===== src/rtl/bsg_credit_return_accum_pkg.sv =====
// Shared defaults for the receiver-side credit return accumulator.
// Widths match the sender's credit counter.
package bsg_credit_return_accum_pkg;

  localparam int unsigned credit_width_gp  = 16;
  localparam int unsigned credit_thresh_gp = 4;

endpackage


===== src/rtl/bsg_counter_sat_up.sv =====
// Saturating up-counter with synchronous clear.
// incr_o is the saturated next value; sat_o flags a lost increment.
module bsg_counter_sat_up #(
  parameter int unsigned width_p = 16
) (
  input  logic               clk_i,
  input  logic               reset_i,
  input  logic               clear_i,
  input  logic               up_i,
  output logic [width_p-1:0] count_o,
  output logic [width_p-1:0] incr_o,
  output logic               sat_o
);

  logic [width_p-1:0] cnt_q, cnt_d;
  logic               max;

  assign max = &cnt_q;

  always_comb begin
    incr_o = cnt_q;
    if (up_i && !max)
      incr_o = cnt_q + 1'b1;
  end

  assign cnt_d   = clear_i ? '0 : incr_o;
  assign sat_o   = up_i & max;
  assign count_o = cnt_q;

  always_ff @(posedge clk_i) begin
    if (reset_i)
      cnt_q <= '0;
    else
      cnt_q <= cnt_d;
  end

endmodule


===== src/rtl/bsg_credit_return_accum.sv =====
// Counts freed credits and returns them to the sender in batches.
// out_v_q doubles as the IDLE/SEND state bit.
module bsg_credit_return_accum
  import bsg_credit_return_accum_pkg::*;
#(
  parameter int unsigned width_p     = credit_width_gp,
  parameter int unsigned threshold_p = credit_thresh_gp
) (
  input  logic               clk_i,
  input  logic               reset_i,
  input  logic               consume_i,
  input  logic               flush_i,
  output logic               credit_v_o,
  output logic [width_p-1:0] credit_cnt_o,
  input  logic               credit_ready_i,
  output logic               overflow_o
);

  localparam logic [width_p-1:0] thresh_lp = width_p'(threshold_p);

  logic [width_p-1:0] acc_q, sum;
  logic [width_p-1:0] out_cnt_q, out_cnt_d;
  logic               out_v_q, out_v_d;
  logic               flush_pend_q, flush_pend_d;
  logic               overflow_q, overflow_d;
  logic               sat, launch, hs, flush_any;

  bsg_counter_sat_up #(
    .width_p (width_p)
  ) acc (
    .clk_i   (clk_i),
    .reset_i (reset_i),
    .clear_i (launch),
    .up_i    (consume_i),
    .count_o (acc_q),
    .incr_o  (sum),
    .sat_o   (sat)
  );

  assign flush_any = flush_i | flush_pend_q;
  assign hs        = out_v_q & credit_ready_i;
  assign launch    = ~out_v_q
                   & ((sum >= thresh_lp)
                   | (flush_any & (sum != '0)));

  always_ff @(posedge clk_i) begin
    if (reset_i) begin
      out_v_q      <= 1'b0;
      out_cnt_q    <= '0;
      flush_pend_q <= 1'b0;
      overflow_q   <= 1'b0;
    end else begin
      out_v_q      <= out_v_d;
      out_cnt_q    <= out_cnt_d;
      flush_pend_q <= flush_pend_d;
      overflow_q   <= overflow_d;
    end
  end

  always_comb begin
    out_v_d      = out_v_q;
    out_cnt_d    = out_cnt_q;
    flush_pend_d = flush_any;
    overflow_d   = overflow_q | sat;
    unique case (1'b1)
      launch: begin
        out_v_d      = 1'b1;
        out_cnt_d    = sum;
        flush_pend_d = 1'b0;
      end
      hs: out_v_d = 1'b0;
      default: ;
    endcase
  end

  assign credit_v_o   = out_v_q;
  assign credit_cnt_o = out_cnt_q;
  assign overflow_o   = overflow_q;

endmodule


===== config.mk =====
export PLATFORM = sky130hd
export DESIGN_NAME = bsg_credit_return_accum
export DESIGN_NICKNAME = d
export VERILOG_FILES = /design/src/rtl/bsg_credit_return_accum_pkg.sv /design/src/rtl/bsg_counter_sat_up.sv /design/src/rtl/bsg_credit_return_accum.sv
export SDC_FILE = /design/constraint.sdc
export NUM_CORES = 1
export LEC_CHECK = 0
export ABC_AREA = 1
export BUFFER_PORTS_ARGS = -buffer_cell sky130_fd_sc_hd__buf_2
export CAP_MARGIN = 10
export CORE_MARGIN = 1.5
export CORE_UTILIZATION = 50
export CTS_CLUSTER_DIAMETER = 200
export DETAILED_ROUTE_END_ITERATION = 8
export HOLD_SLACK_MARGIN = 0.08
export MAX_ROUTING_LAYER = met4
export PLACE_DENSITY = 0.73
export SLEW_MARGIN = 20
export SYNTH_ARGS = -nofsm -noshare
export SYNTH_HDL_FRONTEND = slang
export SYNTH_SLANG_ARGS = --single-unit

===== constraint.sdc =====
create_clock -name clk_i -period 2.04 [get_ports clk_i]
set_input_delay 0.408 -clock clk_i [delete_from_list [all_inputs] [get_ports clk_i]]
set_output_delay 0.408 -clock clk_i [all_outputs]
set_load 0.01 [all_outputs]

==> results of run 1 <==
[final timing paths]
check,from,endpoint,cells after the start
max reg2reg,acc.count_o[9],acc.count_o[15],16
max,acc.count_o[9],acc.count_o[15],16
min reg2reg,flush_pend_q,flush_pend_q,2
min,reset_i,credit_v_o,2
[layout make-up]
type,count,area (sq um)
clock buffers,6,72.6
clock inverters,2,12.5
fillers,270,801
multi-input cells,225,1200
flip-flops and latches,35,709
well taps,48,60.1
repair buffers,90,646
inverters,42,163
[timing repair]
| action | CTS | global route |
|---|---|---|
| setup endpoints to repair | 34 | 34 |
| setup buffers | 3 | 4 |
| gates cloned | 3 | 1 |
| pin swaps | 14 | 13 |
| resized for setup | 22 | 31 |
[metal layers]
layer	global-route usage	up-vias	wire length (microns)
met5	-	-	0
met4	0.104	0	180
met3	0.0660	16	300
met2	0.495	70	2910
met1	0.339	997	2560
li1	-	1131	-
[critical path, stage by stage (launching register included)]
cell,delay [ns]
dfxtp_1,0.34
nand2_1,0.10
buf_4,0.16
inv_1,0.08
nand2_1,0.10
nor2_4,0.13
nand3_1,0.10
nand2_2,0.09
nand2_1,0.11
nor2_1,0.13
nand3_1,0.11
nor2_2,0.13
nand2_2,0.11
nand2_4,0.11
buf_4,0.14
nand2_4,0.11
nor2_2,0.10
[cells in the final DEF, fill, tap and decap left out, drive strengths merged]
| cell | count |
|---|---|
| nor3 | 3 |
| o21ai | 5 |
| or2 | 1 |
| dfxtp | 35 |
| nor2 | 62 |
| xor2 | 3 |
| nand2 | 102 |
| xnor2 | 2 |
| nand4 | 6 |
| ha | 1 |
| clkinvlp | 1 |
| buf | 90 |
| a21oi | 17 |
| nand3 | 23 |
| inv | 41 |
| clkinv | 2 |
| clkbuf | 6 |
[power by group]
group	switching [mW]	total (mW)	internal [mW]
Sequential	0.0264	0.762	0.736
Clock	0.266	0.504	0.239
Combinational	0.243	0.422	0.179
[state kept, by name (all words and copies together) (netlist names)]
| name | flops |
|---|---|
| acc.count_o | 16 |
| flush_pend_q | 1 |
| credit_v_o | 1 |
| overflow_o | 1 |
| credit_cnt_o | 16 |
[logic make-up (layout without fill, tap and decap cells)]
| family | Yosys count | in the layout |
|---|---|---|
| and+or+nand+nor | 194 | 197 |
| buffers and inverters | 50 | 140 |
| DFF | 35 | 35 |
| AOI/OAI and AO/OA | 22 | 22 |
| xor gates and xnor gates | 5 | 5 |
| adders and majority gates | 1 | 1 |
[Yosys cell counts (all sizes together)]
cell type  count  area share
buf            6       0.023
xor2           3       0.014
inv           41       0.080
nor2          61        0.15
a21oi         17       0.046
or2            1      0.0033
xnor2          2      0.0091
dfxtp         35        0.36
nor3           3      0.0078
ha             1      0.0065
o21ai          5       0.013
nand4          6       0.020
nand2        100        0.20
nand3         23       0.060
clkinv         1      0.0020
clkbuf         2      0.0039
==> impl_results.md, run 1 <==
- Maximum Capacitance Violations: 0
- Register bit total from synthesis: 35
- Synth Area in Adders: 0.00651
- Largest family of logic cells by synthesized area: simple AND/OR/NAND/NOR gates
- Final setup viols: 34
- Starting Density: 0.525
- Slew Limit Fails: 0
- Clock tree buffer depth: 2
- Syn nets: 313
- Tmin final: 2.20 ns
- Row cnt: 22
- Core Region: 3660 sq um
- Mapped cell area: 1920 sq um
- Highest clock rate: 0.455 GHz
- Status: finished with violations
- Final Non-Filler Cells: 448
- Worst endpoint required time: 2.28 ns
- CP Capture Type: flip-flop
- Fin area: 2860 sq um
- Cell Area, Placed: 2520 sq um
- Multiplexer share of the synthesized area: 0
- VDD IR max: 514 uV
- Clock latency on the worst-skew pair: 0.30 ns
- Routed len/inst: 13.3 microns
- Via count: 2214
- Die Area: 4220 sq um
- ANT nets after route: 0
- Syn avg cell area: 6.26 sq um
- Post-Synth Simple-Gate Area: 0.438
- CTS tree: done
- Pwr/cell area: 590 nW/um^2
- Global-route wire length before repair: 9.16 mm
- WP data arrival: 2.44 ns
- Setup TNS: -4.06 ns
- All-Layer GR Usage: 0.292
- Port Buffer Count: 22
- Inst Count DP: 429
- RSZ-0062 raised after global routing: yes
- H-tree depth: 2
- GR Overflow Total: 0
- Unique masters post-synth: 25
- Synth Instances: 307
- Pre-CTS setup slack: -0.201 ns
- Fin util: 0.781
- Die width: 65.0 microns
- Synth Area in Compound Gates: 0.0593
- Die Y: 65.0 microns
- Worst hold path class: in -> reg
- Synth warn: 0
- Slew of the pin with the lowest slew margin: 0.299 ns
- Detailed placement HPWL: 3.95 mm
- Net count, final: 405
- R2R setup slack: -0.16 ns
- Drt via density: 4.94
- Final Worst Setup Slack: -0.159 ns
- Root Buffer: clkbuf_8
- Antenna diodes: 0
- Hold Slack: 0.341 ns
- Share of cells above drive strength 1: 0.403
- Io pins: 23
- CTS sink count: 35
- Failing checks: setup timing
- Final Hold Fails: 0
- Initial drt markers: 193
- Initial antenna violation count: 0
- CP max FO: 8
- Seq/Total Area, Yosys: 0.365
- Skew final: 0.00737 ns
- Total power: 1.69 mW
- DRT Pass-1 Iters: 4
- Vias in the first global route: 2084
- Worst-path clk slew: 0.07 ns
- RD Place Congestion: 1.08
- TritonCTS buffer count: 5
- WL final: 5.95 mm
- DR DRC count: 0
- Largest net degree at the start of global routing: 25
- Leakage: 1.43 nW
- Xor and xnor area share after synthesis: 0.0228
- Layout area overhead: 48.9%
- Worst setup SP type: flip-flop
- Tcrit/Tclk final: 1.08
- Crit path kind: reg -> reg
- Hold Buf Count CTS: 0
- Max-slew headroom: 0.800
Note: power is estimated with default switching activity, not from simulation.
==> run 2: changes to the inputs <==
Settings changed: ABC_AREA 1 to default.
==> run 2 against run 1 <==
  * The flow still finishes with violations (setup timing)
  * Register-to-register slack worse by 0.33 ns
  * Flip-flop and latch count did not move
  * Final cell count decreased by 24%
  * Routed wire length rose by 8.7%
  * Power shrank 9.6%
  * First-iteration DRC count shrank 11%
  * Synthesized cell count shrank 33%
  * Combinational power down 30%
  * Area after synthesis down 1.4%
  * Clock skew fell by 0.0030 ns
  * Critical endpoint is now credit_cnt_o[14]
  * Largest power group unchanged
  * Highest routed layer unchanged
==> impl_results.md, run 2 <==
- Antenna diodes: 0 (unchanged)
- Synth area leaders: dfxtp_1, mux2_4, nor2_1 (was dfxtp_1, nand2_1, nor2_1)
- Share of cells above drive strength 1: 0.584 (was 0.403)
- Clock tree buffer depth: 2 (unchanged)
- Register bit total from synthesis: 35 (unchanged)
- Slew Limit Fails: 0 (unchanged)
- Worst hold path class: in -> reg (unchanged)
- Synth area leader: dfxtp_1 (unchanged)
- Bufs and invs on worst path: 3 (unchanged)
- Share of the synthesized area in the top cell type: 0.370 (was 0.365)
- Setup TNS: -12.20 ns (was -4.06 ns)
- Core Region: 3660 sq um (unchanged)
- CP Capture Type: flip-flop (unchanged)
- HP Start: credit_ready_i (was reset_i)
- Skew final: 0.00434 ns (was 0.00737 ns)
- Synth warn: 0 (unchanged)
- Row cnt: 22 (unchanged)
- DR DRC count: 0 (unchanged)
- Global-route wire length before repair: 9.59 mm (was 9.16 mm)
- Tmin final: 2.53 ns (was 2.20 ns)
- CP Depth: 10 (was 16)
- Slew of the pin with the lowest slew margin: 0.926 ns (was 0.299 ns)
- Net count, final: 298 (was 405)
- Met1 GRT Util: 0.334 (was 0.339)
- Vias in the first global route: 1999 (was 2084)
- Root Buffer: clkbuf_8 (unchanged)
- Crit path kind: reg -> reg (unchanged)
- Maximum Capacitance Violations: 0 (unchanged)
- Reg-to-reg startpoint: acc.count_o[8] (was acc.count_o[9])
- Clock latency on the worst-skew pair: 0.30 ns (about the same)
- Die Y: 64.6 microns (was 65.0 microns)
- Total power: 1.53 mW (was 1.69 mW)
- Pwr/cell area: 513 nW/um^2 (was 590 nW/um^2)
- Unique masters post-synth: 50 (was 25)
- Initial antenna violation count: 0 (unchanged)
- Most frequent cells in the layout: buf_4, nor2_1, buf_2 (was nand2_1, buf_4, inv_1)
- Worst setup SP type: flip-flop (unchanged)
- TritonCTS buffer count: 5 (unchanged)
- R2R Path End: credit_cnt_o[14] (was acc.count_o[15])
- Pre-CTS setup slack: -0.519 ns (was -0.201 ns)
- Most instantiated library cell after synthesis: dfxtp_1 (was nand2_1)
- Synth top cells by count: dfxtp_1, nor2_1, nor3_1, nor2b_1 (was nand2_1, nor2_1, inv_1, dfxtp_1, nand3_1)
- Worst path cell trace: nand4_1 -> buf_6 -> buf_4 -> o311ai_1 -> o21ai_1 -> and4b_1 -> and4_4 -> a41oi_4 -> buf_12 -> mux2_4 (was nand2_1 -> buf_4 -> inv_1 -> nand2_1 -> nor2_4 -> nand3_1 -> nand2_2 -> nand2_1 -> nor2_1 -> nand3_1 -> nor2_2 -> nand2_2 -> nand2_4 -> buf_4 -> nand2_4 -> nor2_2)
- CTS tree: done (unchanged)
- Drt via density: 5.87 (was 4.94)
- Seq/Total Area, Yosys: 0.370 (was 0.365)
- Initial drt markers: 171 (was 193)
- All-Layer GR Usage: 0.315 (was 0.292)
- Port Buffer Count: 22 (unchanged)
- Tcrit/Tclk final: 1.24 (was 1.08)
- Die Area: 4170 sq um (was 4220 sq um)
- Highest clock rate: 0.395 GHz (was 0.455 GHz)
- CTS sink count: 35 (unchanged)
- Layout area overhead: 57.2% (was 48.9%)
- Met3 usage: 0.0747 (was 0.0660)
- RSZ-0062 raised after global routing: yes (unchanged)
- R2r worst-path depth: 10 (was 16)
- Mapped cell area: 1890 sq um (was 1920 sq um)
- Fin area: 2980 sq um (was 2860 sq um)
- ANT nets after route: 0 (unchanged)
- GR peak layer: met2 (unchanged)
- VDD IR max: 614 uV (was 514 uV)
- Main flop type after synthesis: dfxtp_1 (unchanged)
- Max-slew headroom: 0.383 (was 0.800)
- Synth Instances: 205 (was 307)
- R2R setup slack: -0.49 ns (was -0.16 ns)
- Worst-path clk slew: 0.07 ns (about the same)
- EDFF count, synth: 0 (unchanged)
- Syn nets: 211 (was 313)
- Fin util: 0.813 (was 0.781)
- Via count: 2002 (was 2214)
- Failing checks: setup timing (unchanged)
- Critical Path Start: acc.count_o[8] (was acc.count_o[9])
- Die width: 64.6 microns (was 65.0 microns)
- RD Place Congestion: 0.886 (was 1.08)
- Met2 Track Usage GR: 0.513 (was 0.495)
- DRT Pass-1 Iters: 4 (unchanged)
- WL final: 6.47 mm (was 5.95 mm)
- Largest net degree at the start of global routing: 47 (was 25)
- Leading cell type in the layout, fill and taps excluded: buf_4 (was nand2_1)
- CP top delay family: compound AO/OA/AOI/OAI gates (was simple AND/OR/NAND/NOR gates)
- Crit-path slowest cell: dfxtp_2 (was dfxtp_1)
- Cell Area, Placed: 2430 sq um (was 2520 sq um)
- Status: finished with violations (unchanged)
- Worst path max stage delay: 0.35 ns (was 0.34 ns)
- Detailed placement HPWL: 3.34 mm (was 3.95 mm)
- Syn avg cell area: 9.24 sq um (was 6.26 sq um)
- Final setup viols: 29 (was 34)
- Ys async rst share: 0 (unchanged)
- CP max FO: 7 (was 8)
- Leakage: 1.24 nW (was 1.43 nW)
- H-tree depth: 2 (unchanged)
- Final Hold Fails: 0 (unchanged)
- Worst endpoint required time: 2.22 ns (was 2.28 ns)
- Io pins: 23 (unchanged)
- Crit path capture: credit_cnt_o[14] (was acc.count_o[15])
- Final Worst Setup Slack: -0.489 ns (was -0.159 ns)
- GR Overflow Total: 0 (unchanged)
- WP data arrival: 2.71 ns (was 2.44 ns)
- Starting Density: 0.517 (was 0.525)
- Routed len/inst: 19.0 microns (was 13.3 microns)
run 2: changes by cell type in the layout (fill, tap and decap cells not counted), sizes merged, moves of 5 or more:
cell | previous run | this run
nand2 | 102 | 3
nor3 | 3 | 15
and4 | 0 | 6
nand2b | 0 | 5
mux2 | 0 | 13
nor2b | 0 | 14
inv | 41 | 4
a21oi | 17 | 4
nor2 | 62 | 27
nand3 | 23 | 7
xnor2 | 2 | 8
buf | 90 | 95
run 2: timing repair:
action                                  4_1_cts  5_1_grt
pin swaps                                    17       15
resized for setup                            57       17
endpoints found under the setup margin       30       30
hold buffers                                  0        0
gates cloned                                  1        0
setup buffers                                18        8
run 2: stage by stage:
step	hold WS [ns]	std cells
after floorplan	0.497	205
after global placement	0.447	309
after detailed placement	0.468	309
after CTS	0.412	334
after global routing	0.433	341
final	0.399	341
run 2: per-layer routing:
| layer | vias to the layer above | routed length [microns] |
|---|---|---|
| li1 | 915 | - |
| met1 | 961 | 2540 |
| met2 | 94 | 3230 |
| met3 | 32 | 345 |
| met4 | 0 | 351 |
| met5 | - | 0 |
run 2: power by group:
group	internal [mW]	switching (mW)	total (mW)
combinational	0.147	0.148	0.296
sequential	0.694	0.0149	0.709
clock	0.272	0.250	0.522
total	1.11	0.413	1.53
run 2: cell type report:
cell class / instances / area (sq um)
Clock buffer: 7 / 86.3
Clock inverter: 1 / 5.00
Fill cell: 203 / 683
Inverter: 4 / 15.0
Multi-Input combinational cell: 150 / 1340
Sequential cell: 35 / 728
Tap cell: 48 / 60.1
Timing Repair Buffer: 96 / 742
run 2: worst min-delay path by stage:
stage	endpoint	slack, ns	cells after the start
after floorplan	credit_cnt_o[7]	0.50	2
after global placement	overflow_o	0.45	2
after detailed placement	credit_cnt_o[7]	0.47	2
after CTS	credit_v_o	0.41	3
after global routing	credit_v_o	0.43	3
final	credit_v_o	0.40	3
run 2: cells by family after synthesis:
| kind of cell | share of synthesized area |
|---|---|
| compound gates | 0.139 |
| xor+xnor | 0.0462 |
| fa+ha+maj | 0.00660 |
| buf+inv | 0.0489 |
| flops | 0.370 |
| mux | 0.102 |
| simple gates | 0.287 |
run 2: worst min-delay path, delay by kind of cell:
kind                   cells  cell delay [ns]
and+or+nand+nor            1             0.10
AOI/OAI and AO/OA          1             0.06
buffers and inverters      1             0.08
